--- src/rtl/code_loader_if.sv ---
// Byte-stream, control and code-memory bus bundle for code_loader.
// The loader uses the slave modport; the surrounding system uses master.
interface code_loader_if;
  logic [7:0]  rx_data;
  logic        rx_valid;
  logic        rx_ready;
  logic        load_start;
  logic [31:0] fetch_addr;
  logic [31:0] mem_addr;
  logic        mem_we;
  logic [31:0] mem_wdata;
  logic        boot_done;
  logic        load_error;

  modport master (
    output rx_data, rx_valid, load_start, fetch_addr,
    input  rx_ready, mem_addr, mem_we, mem_wdata, boot_done, load_error
  );

  modport slave (
    input  rx_data, rx_valid, load_start, fetch_addr,
    output rx_ready, mem_addr, mem_we, mem_wdata, boot_done, load_error
  );
endinterface

--- src/rtl/code_loader.sv ---
// Boot loader: packs a big-endian length-prefixed byte stream into code memory,
// then hands the memory port to instruction fetch. Optional: CODE_LOADER_CHECKSUM_EN.
module code_loader #(
  parameter int unsigned CODE_SIZE = 32767
) (
  input logic          clk,
  input logic          rst,
  code_loader_if.slave bus
);

  typedef enum logic [2:0] {
    S_LEN,
    S_DATA,
    S_WRITE,
`ifdef CODE_LOADER_CHECKSUM_EN
    S_CHECK,
`endif
    S_DONE,
    S_ERROR
  } state_e;

  localparam logic [32:0] MAX_LEN = 33'(CODE_SIZE) + 33'd1;

  state_e      state_q;
  logic [1:0]  byte_cnt_q;
  logic [31:0] len_q;
  logic [23:0] word_q;
  logic [31:0] index_q;
  logic        rx_ready_q;
  logic        mem_we_q;
  logic [31:0] mem_wdata_q;
  logic        boot_done_q;
  logic        load_error_q;
`ifdef CODE_LOADER_CHECKSUM_EN
  logic [7:0]  csum_q;
`endif

  logic        xfer;
  logic [31:0] len_d;
  logic [31:0] word_d;
  logic [31:0] index_d;

  assign xfer    = bus.rx_valid && rx_ready_q;
  assign len_d   = {len_q[23:0], bus.rx_data};
  assign word_d  = {word_q, bus.rx_data};
  assign index_d = index_q + 32'd1;

  // NOTE: clocked state uses non-blocking assignments only, so every branch
  // below reads the pre-edge values of the other registers.
  always_ff @(posedge clk) begin
    if (rst) begin
      state_q      <= S_LEN;
      byte_cnt_q   <= 2'd0;
      len_q        <= 32'd0;
      word_q       <= 24'd0;
      index_q      <= 32'd0;
      rx_ready_q   <= 1'b1;
      mem_we_q     <= 1'b0;
      mem_wdata_q  <= 32'd0;
      boot_done_q  <= 1'b0;
      load_error_q <= 1'b0;
`ifdef CODE_LOADER_CHECKSUM_EN
      csum_q       <= 8'd0;
`endif
    end else begin
      case (state_q)
        S_LEN: begin
          if (xfer) begin
            byte_cnt_q <= byte_cnt_q + 2'd1;
            len_q      <= len_d;
            if (byte_cnt_q == 2'd3) begin
              if (len_d == 32'd0) begin
                state_q     <= S_DONE;
                rx_ready_q  <= 1'b0;
                boot_done_q <= 1'b1;
              end else if ({1'b0, len_d} > MAX_LEN) begin
                state_q      <= S_ERROR;
                rx_ready_q   <= 1'b0;
                load_error_q <= 1'b1;
              end else begin
                state_q <= S_DATA;
              end
            end
          end
        end

        S_DATA: begin
          if (xfer) begin
            byte_cnt_q <= byte_cnt_q + 2'd1;
            word_q     <= word_d[23:0];
`ifdef CODE_LOADER_CHECKSUM_EN
            csum_q     <= csum_q ^ bus.rx_data;
`endif
            if (byte_cnt_q == 2'd3) begin
              state_q     <= S_WRITE;
              rx_ready_q  <= 1'b0;
              mem_we_q    <= 1'b1;
              mem_wdata_q <= word_d;
            end
          end
        end

        S_WRITE: begin
          mem_we_q <= 1'b0;
          index_q  <= index_d;
          if (index_d == len_q) begin
`ifdef CODE_LOADER_CHECKSUM_EN
            state_q    <= S_CHECK;
            rx_ready_q <= 1'b1;
`else
            state_q     <= S_DONE;
            boot_done_q <= 1'b1;
`endif
          end else begin
            state_q    <= S_DATA;
            rx_ready_q <= 1'b1;
          end
        end

`ifdef CODE_LOADER_CHECKSUM_EN
        S_CHECK: begin
          if (xfer) begin
            rx_ready_q <= 1'b0;
            if (bus.rx_data == csum_q) begin
              state_q     <= S_DONE;
              boot_done_q <= 1'b1;
            end else begin
              state_q      <= S_ERROR;
              load_error_q <= 1'b1;
            end
          end
        end
`endif

        S_DONE, S_ERROR: begin
          if (bus.load_start) begin
            state_q      <= S_LEN;
            byte_cnt_q   <= 2'd0;
            len_q        <= 32'd0;
            word_q       <= 24'd0;
            index_q      <= 32'd0;
            rx_ready_q   <= 1'b1;
            boot_done_q  <= 1'b0;
            load_error_q <= 1'b0;
`ifdef CODE_LOADER_CHECKSUM_EN
            csum_q       <= 8'd0;
`endif
          end
        end

        default: begin
          state_q    <= S_LEN;
          rx_ready_q <= 1'b1;
          mem_we_q   <= 1'b0;
        end
      endcase
    end
  end

  // Fetch address bypasses all registers so read latency is the bare memory's.
  assign bus.mem_addr   = (state_q == S_DONE)  ? bus.fetch_addr :
                          (state_q == S_ERROR) ? 32'd0 : index_q;
  assign bus.rx_ready   = rx_ready_q;
  assign bus.mem_we     = mem_we_q;
  assign bus.mem_wdata  = mem_wdata_q;
  assign bus.boot_done  = boot_done_q;
  assign bus.load_error = load_error_q;

endmodule

--- src/flat_wrapper.sv ---
// flat-port wrapper written by rule: the top's interface ports become plain ports
module code_loader_flat 
#(
  parameter int unsigned CODE_SIZE = 32767
)
  (clk, rst, bus_rx_data, bus_rx_valid, bus_load_start, bus_fetch_addr, bus_rx_ready, bus_mem_addr, bus_mem_we, bus_mem_wdata, bus_boot_done, bus_load_error);
  code_loader_if bus_i ();
  input logic clk;
  input logic rst;
  input wire logic [$bits(bus_i.rx_data)-1:0] bus_rx_data;
  input wire logic [$bits(bus_i.rx_valid)-1:0] bus_rx_valid;
  input wire logic [$bits(bus_i.load_start)-1:0] bus_load_start;
  input wire logic [$bits(bus_i.fetch_addr)-1:0] bus_fetch_addr;
  output wire logic [$bits(bus_i.rx_ready)-1:0] bus_rx_ready;
  output wire logic [$bits(bus_i.mem_addr)-1:0] bus_mem_addr;
  output wire logic [$bits(bus_i.mem_we)-1:0] bus_mem_we;
  output wire logic [$bits(bus_i.mem_wdata)-1:0] bus_mem_wdata;
  output wire logic [$bits(bus_i.boot_done)-1:0] bus_boot_done;
  output wire logic [$bits(bus_i.load_error)-1:0] bus_load_error;
  assign bus_i.rx_data = bus_rx_data;
  assign bus_i.rx_valid = bus_rx_valid;
  assign bus_i.load_start = bus_load_start;
  assign bus_i.fetch_addr = bus_fetch_addr;
  assign bus_rx_ready = bus_i.rx_ready;
  assign bus_mem_addr = bus_i.mem_addr;
  assign bus_mem_we = bus_i.mem_we;
  assign bus_mem_wdata = bus_i.mem_wdata;
  assign bus_boot_done = bus_i.boot_done;
  assign bus_load_error = bus_i.load_error;
  code_loader #(.CODE_SIZE(CODE_SIZE)) u_core (.clk(clk), .rst(rst), .bus(bus_i));
endmodule
--- config.mk ---
export PLATFORM = sky130hd
export DESIGN_NAME = code_loader_flat
export DESIGN_NICKNAME = d
export VERILOG_FILES = /design/src/rtl/code_loader_if.sv /design/src/rtl/code_loader.sv /design/src/flat_wrapper.sv
export SDC_FILE = /design/constraint.sdc
export NUM_CORES = 1
export LEC_CHECK = 0
export ABC_AREA = 1
export BUFFER_PORTS_ARGS = -buffer_cell sky130_fd_sc_hd__buf_2
export CORE_ASPECT_RATIO = 1.75
export CORE_MARGIN = 8
export CORE_UTILIZATION = 57
export DETAILED_ROUTE_END_ITERATION = 7
export PLACE_DENSITY = 0.82
export SLEW_MARGIN = 20
export SYNTH_ARGS = -nofsm -noshare
export SYNTH_HDL_FRONTEND = slang
export SYNTH_SLANG_ARGS = --single-unit
--- constraint.sdc ---
create_clock -name clk -period 2.4 [get_ports clk]
set_input_delay 0.12 -clock clk [delete_from_list [all_inputs] [get_ports clk]]
set_output_delay 0.12 -clock clk [all_outputs]
set_load 0.05 [all_outputs]
After elaboration in Yosys (flattened, before gate mapping):

Index checks and enable logic that the tools add are counted.

* register bits after elaboration: 129
* input bits: 44
* output and inout port bits: 68

* $add $sub $neg: 2
* order comparisons: 1
* equality and inequality tests: 18
* muxes and demuxes: 44
* bitwise gates (word level): 1
* reductions and logical operators: 21

Operators by type and width (count)
* 32-bit 2-to-1 mux: 4
* 32-bit one-hot mux with 2 select lines: 2
* 24-bit 2-to-1 mux: 2
* 24-bit one-hot mux with 2 select lines: 1
* 32-bit by 1-bit adder with 32-bit output (second input constant): 1
* 32-bit equality test: 1
* 32-bit by 16-bit > comparator with 1-bit output (second input constant): 1
* 32-bit logical NOT: 1
* 3-bit 2-to-1 mux: 7
* 1-bit 2-to-1 mux: 19
* 2-bit by 1-bit != test with 1-bit output (second input constant): 8
* 3-bit AND reduction: 5
* 3-bit one-hot mux with 4 select lines: 1
* 6-bit AND reduction: 2
* 2-bit nonzero test: 4
* 7-bit AND reduction: 1
* 3-bit by 2-bit equality test with 1-bit output (second input constant): 2
* 2-bit 2-to-1 mux: 3
* 2-bit != test (second input constant): 3
* 5-bit AND reduction: 1
* 1-bit one-hot mux with 2 select lines: 2
* 1-bit one-hot mux with 4 select lines: 1
* 2-bit one-hot mux with 2 select lines: 1
* 2-bit OR reduction: 2
* other kinds (12): 12

Logic depth before layout (Yosys ltp):

* depth in word-level cells: 6
* gate-level depth with buffers: 17
* depth with buffers taken out: 17

Worst setup path after synthesis:

OpenSTA, ideal clock, no wires.

* path type: reg2out
* start: reg u_core.state_q[0]
* end: out bus_mem_addr[0]
* arrival time: 2.128 ns
* slack: 0.152 ns
* cell stages (with the launch flop): 8
* path through: dfxtp_1 nor2_1 inv_1 nor2_1 nor2_4 inv_4 clkbuf_1 o21ai_0

* word-level cells in the longest chain between the ends: 3
* elaborated cells between the ends (all ways): 4
* classes of those cells: eq/ne (2); mux (2)

Ends and longest elaborated chain
* start, declared: line code_loader.sv:24 `state_e state_q;`
* start signal, assigned: line code_loader.sv:52 `state_q <= S_LEN;`
* start signal, assigned: line code_loader.sv:73 `state_q <= S_DONE;`
* start signal, assigned: line code_loader.sv:77 `state_q <= S_ERROR;`
* 3-bit equality test: line code_loader.sv:162 `(state_q == S_ERROR) ? 32'd0 : index_q;`
* 32-bit 2-to-1 mux: line code_loader.sv:162
* 32-bit 2-to-1 mux *: line code_loader.sv:161 `assign bus.mem_addr = (state_q == S_DONE) ? bus.fetch_addr :`
* end, declared: line flat_wrapper.sv:15 `output wire logic [$bits(bus_i.mem_addr)-1:0] bus_mem_addr;`

Every way passes the cells marked *; elsewhere a longest branch is shown, timed or not.

Final worst setup path:

* start: reg u_core.index_q[0]
* end: reg u_core.state_q[1]

* word-level cells in the longest chain between the ends: 4

Ends and longest elaborated chain
* start, declared: line code_loader.sv:28 `logic [31:0] index_q;`
* start signal, assigned: line code_loader.sv:105 `index_q <= index_d;`
* 32-bit by 1-bit adder with 32-bit output: line code_loader.sv:46 `assign index_d = index_q + 32'd1;`
* 32-bit equality test: line code_loader.sv:106 `if (index_d == len_q) begin`
* 2-bit 2-to-1 mux: line code_loader.sv:106
* 3-bit one-hot mux with 4 select lines: line code_loader.sv:66 `case (state_q)`
* end signal, assigned: line code_loader.sv:52
* end signal, assigned: line code_loader.sv:73
* end signal, assigned: line code_loader.sv:111 `state_q <= S_DONE;`

Every way passes these cells.
A chain may end at the register's enable or synchronous reset.

==> flow_metrics.tcl <==
set metrics [dict create \
    status "finished, final reports clean" \
    vdd_drop_max_mv 0.609 \
    end_kind "register" \
    num_vias 7674 \
    crit_slowest_cell "dfxtp_4" \
    yosysUniqueCellTypes 36 \
    antenna_found_initial 0 \
    swShare 0.271 \
    layout_common_cells "328 x nand2_1, 120 x nor2_1, 117 x dfxtp_1, 111 x buf_2, 101 x a21oi_1" \
    hold_start "bus_rx_data[7]" \
    grt_pass1_vias 7549 \
    power.switching_w 0.00152 \
    grt_setup_unrepaired "true" \
    fin_cells 1358 \
    synthArstFlopShare 0 \
    drc 0 \
    worst_pin_slew_ns 0.748 \
    clock_path_buffers 2 \
    synth_top_flop_cell "dfxtp_1" \
    synth_edf_count 0 \
    tritoncts "done" \
    clock_sinks 129 \
    rows 53 \
    min_path_cells 3 \
    register_area_sq_um 2600 \
    ant_nets 0 \
    start_util 0.578 \
    cts_made_buffers 17 \
    wirelength_mm 23.8 \
    hold_viol 0 \
    max-slew-margin-rel 0.501 \
    finalCritPeriodShare 0.976 \
    dieArea_sq_um 15900 \
    timing.fmax_mhz 427 \
    p_int_w 0.00408 \
    drt-vias-per-instance 5.65 \
    dpl_cell_area_sq_um 7750 \
    io_buffers 111 \
    wire_per_inst_um 17.5 \
    p_leak_nw 3.88 \
    synth.avg_cell_area_sq_um 6.38 \
    r2r_end "u_core.state_q[1]" \
    die_w_um 98.9 \
    insertedDiodeCount 0 \
    grt_pass1_wl_mm 37.9 \
    reg2reg_depth 15 \
    crit_type "register to register" \
    layout_commonest_cell "nand2_1" \
    critPathLaunchType "register" \
    hold_end "u_core.bus.mem_wdata[7]" \
    gp_congestion 0.966 \
    cts.reportedPaths.clkPinSlew_ns 0.06 \
    hold_class "primary input to register" \
    ys_seq_area_frac 0.376 \
    syn_inst 1076 \
    cap_viol_max_count 0 \
    layout_min_cycle_time_ns 2.34 \
    fin_area_sq_um 8610 \
    syn2layout_area_growth_pct 25.5 \
    dr.pass1.iters 8 \
    synth_area_sq_um 6860 \
    crit_chain "ha_4 -> nand2_4 -> nor2_8 -> nand2_4 -> nor2_4 -> buf_4 -> xnor3_1 -> nand2_1 -> nor2_2 -> nand2_1 -> nor2_2 -> nand4_1 -> nand2_1 -> nand2_2 -> a21oi_2" \
    p_per_area_nw_per_um2 650 \
    grt_overflow 0 \
    htreeDepth 4 \
    ff2ff_setup_slack_ns 0.06 \
    die_h_um 161 \
    slew_violations 0 \
    seq_power_share 0.414 \
    globalRouteTotalUtil 0.301 \
    core_area_sq_um 11900 \
    drive_gt1_frac 0.218 \
    fin_skew_ns 0.0155 \
    slowest_delay_ns 0.38 \
    cp.arrival_ns 2.68 \
    multiInputGateArea_sq_um 3870 \
    synth_seq_cells 129 \
    clk_latency_ns 0.42 \
    setup_viol 0 \
    syn_nets 1122 \
    ios 112 \
    critPathMaxFanout 7 \
    worstPathRequired_ns 2.74 \
    place_inst 1317 \
    ys_warn_count 0 \
    fillers 1057 \
    cts-root-buf "clkbuf_16" \
    grt_max_degree 58 \
    crit_top_cell "nand2_1" \
    power_frac_clock 0.477 \
    utilization 0.726 \
    nNetsFinal 1255 \
    power_frac_comb 0.110 \
    fin_tns_setup_ns 0 \
    first_iter_violations 620 \
    reg2reg_from "u_core.index_q[0]" \
    hpwlAfterDp_mm 17.3 \
]
repair_timing:
| action | 4_1_cts | 5_1_grt |
|---|---|---|
| hold buffers | 3 | 0 |
| pin swaps | 1 | 21 |
| cloned | 0 | 0 |
| buffers inserted | 1 | 6 |
| resized for setup | 3 | 57 |
| endpoints found under the setup margin | 2 | 23 |
| hold endpoints to repair | 3 | 0 |
power by group through the flow:
stage	logic [W]	registers [W]	clock network, W
after floorplan	0.000401	0.00233	0
after global placement	0.000567	0.00236	0
after detailed placement	0.000575	0.00236	0
after CTS	0.000588	0.00231	0.00268
after global routing	0.000681	0.00232	0.00277
final	0.000613	0.00231	0.00267
sequential cells by signal, summed over array words and instances, names as in the netlist:
| register | flops |
|---|---|
| u_core.bus.load_error | 1 |
| u_core.len_q | 32 |
| u_core.bus.rx_ready | 1 |
| u_core.word_q | 24 |
| u_core.bus.mem_wdata | 32 |
| u_core.bus.boot_done | 1 |
| u_core.state_q | 3 |
| u_core.bus.mem_we | 1 |
| u_core.index_q | 32 |
| u_core.byte_cnt_q | 2 |
critical path: cells and delay by family (launching register included):
family	cells	cell delay (ns)
adder cells (fa/ha/maj)	1	0.16
buffers and inverters	1	0.17
XOR/XNOR	1	0.12
AND/OR/NAND/NOR	11	1.33
flip-flops	1	0.38
AO/OA/AOI/OAI	1	0.12
metal layers:
| layer | track usage | vias to the layer above | part of all wire |
|---|---|---|---|
| met2 | 0.545 | 332 | 0.52 |
| met3 | 0.0513 | 92 | 0.054 |
| met5 | 0 | - | 0 |
| li1 | - | 3725 | - |
| met1 | 0.295 | 3525 | 0.35 |
| met4 | 0.230 | 0 | 0.070 |
area by class of cell:
class,count,share of cell area
timing repair buffer,163,0.116
multi-input combinational,801,0.449
sequential,129,0.302
tap,137,0.0199
clock inverter,14,0.0206
clock buffer,17,0.0494
inverter,97,0.0426
worst max-delay path by stage:
stage / start / end / slack, ns / cells after the start
global placement: u_core.index_q[1] / u_core.state_q[1] / -0.05 / 15
CTS: u_core.state_q[0] / bus_mem_addr[1] / 0.02 / 8
floorplan: u_core.state_q[0] / bus_mem_addr[0] / 0.15 / 7
detailed placement: u_core.index_q[1] / u_core.state_q[1] / -0.06 / 15
global route: u_core.index_q[1] / u_core.state_q[1] / -0.21 / 16
finish: u_core.index_q[0] / u_core.state_q[1] / 0.06 / 15
synth_stat cells, types with 2 or more instances:
library cell	n	area, sq um
nor2_1	139	522
a22o_1	4	35.0
inv_1	92	345
nand2_2	3	18.8
xnor3_1	3	67.6
a21oi_1	101	505
a211oi_1	22	165
inv_2	4	15.0
nand3_2	2	20.0
nand2_1	340	1280
clkbuf_1	39	146
buf_2	7	35.0
nand4_1	5	31.3
nor2_2	5	31.3
nand3_1	71	355
o21ai_0	67	335
xnor2_1	3	26.3
ha_1	2	25.0
buf_4	2	15.0
dfxtp_1	129	2580
nor2_4	7	78.8
o21ai_1	3	15.0
nand3b_1	2	15.0
xor2_1	7	61.3
nor4_1	6	37.5
stage by stage:
stage	hold slack [ns]	total power [W]	worst slack, ns
floorplan	0.269	0.00273	0.152
global placement	0.403	0.00292	-0.0451
detailed placement	0.407	0.00293	-0.0569
CTS	0.00433	0.00558	0.0177
global route	0.0126	0.00577	-0.211
finish	0.000297	0.00560	0.0579
logic make-up after synthesis:
group	count (synthesis)	synth area share
simple gates	585	0.355
fa+ha+maj	2	0.00365
flops	129	0.376
compound gates	201	0.159
xor+xnor	13	0.0226
buf+inv	146	0.0828
Note: power is estimated with default switching activity, not from simulation.
